--- src/rtl/riscv_pkg.sv ---
// riscv_pkg: constants shared by the RISC-V front-end pipeline blocks.
package riscv_pkg;
    localparam int          XLEN_DEFAULT = 32;
    localparam logic [31:0] NOP_INSTR    = 32'h0000_0013;
endpackage

--- src/rtl/if_id_queue_mem.sv ---
// if_id_queue_mem: DEPTH x (3*XLEN) entry storage, one write port and an asynchronous read port.
module if_id_queue_mem #(
    parameter int XLEN  = 32,
    parameter int DEPTH = 2,
    localparam int AW   = $clog2(DEPTH)
) (
    input  logic              clk,
    input  logic              we,
    input  logic [AW-1:0]     waddr,
    input  logic [3*XLEN-1:0] wdata,
    input  logic [AW-1:0]     raddr,
    output logic [3*XLEN-1:0] rdata
);
    logic [3*XLEN-1:0] mem_q [DEPTH];

    always_ff @(posedge clk) begin
        if (we) mem_q[waddr] <= wdata;
    end

    assign rdata = mem_q[raddr];
endmodule

--- src/rtl/if_id_queue.sv ---
// if_id_queue: IF->ID instruction queue with flush; define IF_ID_BYPASS_EN to let an
// entry arriving at an empty queue reach ID in the same cycle.
module if_id_queue
    import riscv_pkg::*;
#(
    parameter int XLEN  = XLEN_DEFAULT,
    parameter int DEPTH = 2
) (
    input  logic                   clk,
    input  logic                   rst,
    input  logic                   flush,
    input  logic                   in_valid,
    output logic                   in_ready,
    input  logic [XLEN-1:0]        in_instr,
    input  logic [XLEN-1:0]        in_pc,
    input  logic [XLEN-1:0]        in_pc4,
    output logic                   out_valid,
    input  logic                   out_ready,
    output logic [XLEN-1:0]        out_instr,
    output logic [XLEN-1:0]        out_pc,
    output logic [XLEN-1:0]        out_pc4,
    output logic [$clog2(DEPTH):0] count
);
    localparam int PW = $clog2(DEPTH);
    localparam int CW = PW + 1;

    logic [PW-1:0]     wr_ptr_q, wr_ptr_d, rd_ptr_q, rd_ptr_d;
    logic [CW-1:0]     count_q, count_d;
    logic              empty, push, pop, store, pop_mem;
    logic [3*XLEN-1:0] head;

    always_comb begin
        empty = count_q == '0;
        in_ready = count_q < CW'(DEPTH);
        push = in_valid & in_ready & ~flush;
`ifdef IF_ID_BYPASS_EN
        // An empty queue forwards the incoming entry; if ID takes it, it is never stored.
        out_valid = ~flush & (~empty | (in_valid & ~rst));
        pop = out_valid & out_ready;
        store = push & ~(empty & out_ready);
        {out_instr, out_pc, out_pc4} = !empty ? head :
                                       (in_valid & ~flush & ~rst) ? {in_instr, in_pc, in_pc4} :
                                       {XLEN'(NOP_INSTR), {2*XLEN{1'b0}}};
`else
        out_valid = ~flush & ~empty;
        pop = out_valid & out_ready;
        store = push;
        {out_instr, out_pc, out_pc4} = empty ? {XLEN'(NOP_INSTR), {2*XLEN{1'b0}}} : head;
`endif
        pop_mem = pop & ~empty;
        wr_ptr_d = flush ? '0 : wr_ptr_q + PW'(store);
        rd_ptr_d = flush ? '0 : rd_ptr_q + PW'(pop_mem);
        count_d = flush ? '0 : count_q + CW'(store) - CW'(pop_mem);
    end

    always_ff @(posedge clk or posedge rst) begin
        if (rst) begin
            wr_ptr_q <= '0;
            rd_ptr_q <= '0;
            count_q <= '0;
        end else begin
            wr_ptr_q <= wr_ptr_d;
            rd_ptr_q <= rd_ptr_d;
            count_q <= count_d;
        end
    end

    assign count = count_q;

    if_id_queue_mem #(.XLEN(XLEN), .DEPTH(DEPTH)) u_mem (
        .clk   (clk),
        .we    (store),
        .waddr (wr_ptr_q),
        .wdata ({in_instr, in_pc, in_pc4}),
        .raddr (rd_ptr_q),
        .rdata (head)
    );
endmodule

--- config.mk ---
export PLATFORM = sky130hd
export DESIGN_NAME = if_id_queue
export DESIGN_NICKNAME = d
export VERILOG_FILES = /design/src/rtl/riscv_pkg.sv /design/src/rtl/if_id_queue_mem.sv /design/src/rtl/if_id_queue.sv
export SDC_FILE = /design/constraint.sdc
export NUM_CORES = 1
export LEC_CHECK = 0
export BUFFER_PORTS_ARGS = -buffer_cell sky130_fd_sc_hd__clkbuf_2
export CORE_MARGIN = 5
export CORE_UTILIZATION = 55
export CTS_CLUSTER_SIZE = 20
export DETAILED_ROUTE_END_ITERATION = 10
export GPL_ROUTABILITY_DRIVEN = 0
export PLACE_DENSITY = 0.9
export SLEW_MARGIN = 20
export SYNTH_ARGS = -nofsm -noshare
export SYNTH_HDL_FRONTEND = slang
export SYNTH_HIERARCHICAL = 1
export SYNTH_SLANG_ARGS = --single-unit
export TNS_END_PERCENT = 1
--- constraint.sdc ---
create_clock -name clk -period 9.8 [get_ports clk]
set_clock_uncertainty 0.15 [all_clocks]
set_input_delay 0.49 -clock clk [delete_from_list [all_inputs] [get_ports clk]]
set_output_delay 0.49 -clock clk [all_outputs]
set_load 0.03 [all_outputs]
==> results.cfg <==
[cells_and_area]
nets = 738
multi_input_area_mm2 = 0.00197
areaGrowthSynthToFinish_pct = 20.6
ff_latch_area_mm2 = 0.00587
diodes = 0
drive_gt1_frac = 0.512
fill_cells = 982
layout_commonest_cell = clkbuf_2
mostFrequentLayoutCells = clkbuf_2, edfxtp_1, nor2b_1

[placement]
hpwlAfterDp_um = 10200
io_buffer_count = 200

[power]
leakage_nw = 3.71
netSwitchingPower_uw = 686
p_int_mw = 1.57
seqPwrFrac = 0.449
peakVddDrop_mv = 0.131
switching_share = 0.304
pwr-share-clk = 0.284
p_total_mw = 2.26
p_comb_frac = 0.267
powerDensity_mw_per_mm2 = 233

[yosys]
synthXorXnorAreaFrac = 0.00436
synth_cell_types = 20
synth_compound_gate_area_share = 0.000623
synth_top_family_by_area = multiplexers
seq_area_frac_synth = 0.730
synthMuxAreaShare = 0.153
syn-num-nets = 534
synthCells = 431
synth_adder_area_share = 0.00311
ys_ff_latch = 196
synthTopCellsByArea = edfxtp_1, mux2_2, mux2_4, nor2b_1, dfrtp_1
ys_warn_count = 6
yosys.area.top_type = edfxtp_1
postSynthAreaPerCell_um2 = 18.6
yosysTopAreaCellShare = 0.718
syn_area_mm2 = 0.00804
synth-simple-area-share = 0.0821

[sta]
setup_tns_ns = 0
setup_viol = 0
min_period_ns = 3.50
max_freq_mhz = 286
whs_ns = 0.113
maxSlewViolCount = 0
worst-slew-pin-transition_ns = 0.990
final.period_utilization = 0.357
finalHoldViolations = 0
rsz0062_at_grt = no
slew_headroom = 0.340

[clocking]
cts_hold_buf = 1
cts-root-buf = clkbuf_16
clock_sinks = 196
postCtsSetupBuffers = 0
cts.path.max_buffers = 2
clk_latency_ns = 0.41
tritoncts = done
path_clk_slew_ns = 0.07
h-tree-depth = 4
numCtsBuffers = 17
post_cts_resized = 0

[detailed_routing]
wirelength_um = 14700
wl_per_cell_um = 17.7
via_per_inst = 5.12
ant_nets = 0
via_count = 4241
firstDrtPassIters = 6
drt_iter0_markers = 222
drcViolationCount = 0

[global_routing]
grt_pass1_vias = 4559
grt_use_total = 0.176
antenna_found_initial = 0
grt_first_pass_wirelength_um = 22500
grt-ovfl-total = 0
grt_max_degree = 97

[floorplanning]
boundaryPins = 201
die_area_mm2 = 0.0171
die_h_um = 131
start_util = 0.557
coreArea_mm2 = 0.0144
rows = 44
die_x_um = 131

[setup_path]
end_kind = output port
crit_fanout = 57
required_ns = 9.16
timing.critical_path.buf_inv = 2
critPathMaxStageDelay_ns = 0.83
cp_slowest_cell = buf_4
startpoint_type = flip-flop
crit_path_cell_trace = buf_4 > mux2_2 > nor2b_1 > clkbuf_2
cp_top_family = buffers and inverters
worstSetupPathType = reg -> out
cp.arrival_ns = 2.86

[outcome]
status = finished clean

[flow_run]
drv_cap = 0

[worst_hold_path]
min_path_type = in -> reg
kinds of logic (layout without fill, tap and decap cells):
logic type               Yosys count  in the layout
adder cells (fa/ha/maj)            2              2
AO/OA/AOI/OAI                      1              1
buffers and inverters             25            239
flip-flops                       196            196
AND/OR/NAND/NOR                  107            107
XOR/XNOR                           4              4
multiplexers                      96             96
per-stage QoR:
step / instance area, µm² / instances / util / worst slack, ns
final: 9690 / 829 / 0.672 / 6.30
after global placement: 9120 / 798 / 0.632 / 6.56
after floorplan: 8040 / 431 / - / 3.95
after global routing: 9690 / 829 / 0.672 / 6.12
after CTS: 9690 / 829 / 0.672 / 6.24
after detailed placement: 9140 / 799 / 0.633 / 6.70
area by class of cell:
type,count,area share
Clock buffer,19,0.0447
Multi-Input combinational cell,210,0.203
Timing Repair Buffer,206,0.109
Tap cell,184,0.0238
Clock inverter,10,0.0116
Inverter,4,0.00155
Sequential cell,196,0.606
worst paths after layout:
kind / endpoint / startpoint / slack (ns) / cells past startpoint
setup / recovery: out_pc[18] / rd_ptr_q$_DFF_PP0_ / 6.30 / 4
hold / removal: u_mem/mem_q[0][21]$_DFFE_PP_ / in_pc4[21] / 0.11 / 1
setup reg to reg: u_mem/mem_q[0][87]$_DFFE_PP_ / count[1]$_DFF_PP0_ / 6.99 / 6
hold reg to reg: wr_ptr_q$_DFF_PP0_ / wr_ptr_q$_DFF_PP0_ / 0.54 / 2
max in group asynchronous: rd_ptr_q$_DFF_PP0_ / rst / 8.95 / 3
min in group asynchronous: count[1]$_DFF_PP0_ / rst / 0.36 / 3
power by group through the flow:
stage	Combinational, mW	Sequential [mW]	Clock, mW
3_5_place_dp	0.612	1.03	0
6_report	0.603	1.01	0.642
2_1_floorplan	0.477	1.02	0
5_1_grt	0.644	1.02	0.700
4_1_cts	0.614	1.01	0.655
3_3_place_gp	0.599	1.03	0
layer usage:
metal	vias to the layer above	track usage	share of wire
met2	160	0.307	0.53
met5	-	0	0
li1	1991	-	-
met4	0	0.0696	0.020
met1	2065	0.201	0.37
met3	25	0.0565	0.079
worst register-to-register path: cells and delay by family, from the launching register on:
kind | cells | cell delay, ns
buf+inv | 3 | 0.99
simple gates | 3 | 0.80
flops | 1 | 0.44
flip-flops by register name (all words and copies together) (netlist names):
name,count
count,2
u_mem/mem_q,192
wr_ptr_q,1
rd_ptr_q,1
synthesized netlist by cell type:
| master | number |
|---|---|
| and2_1 | 2 |
| nor2_2 | 1 |
| mux2_4 | 40 |
| buf_6 | 3 |
| xor2_1 | 1 |
| xnor2_1 | 3 |
| nand2b_1 | 1 |
| nor2_1 | 4 |
| edfxtp_1 | 192 |
| buf_8 | 1 |
| nor2b_1 | 96 |
| inv_1 | 4 |
| ha_1 | 2 |
| or2_1 | 3 |
| dfrtp_1 | 4 |
| buf_2 | 11 |
| buf_4 | 2 |
| o21ai_0 | 1 |
| buf_12 | 4 |
| mux2_2 | 56 |
Note: power is estimated with default switching activity, not from simulation.
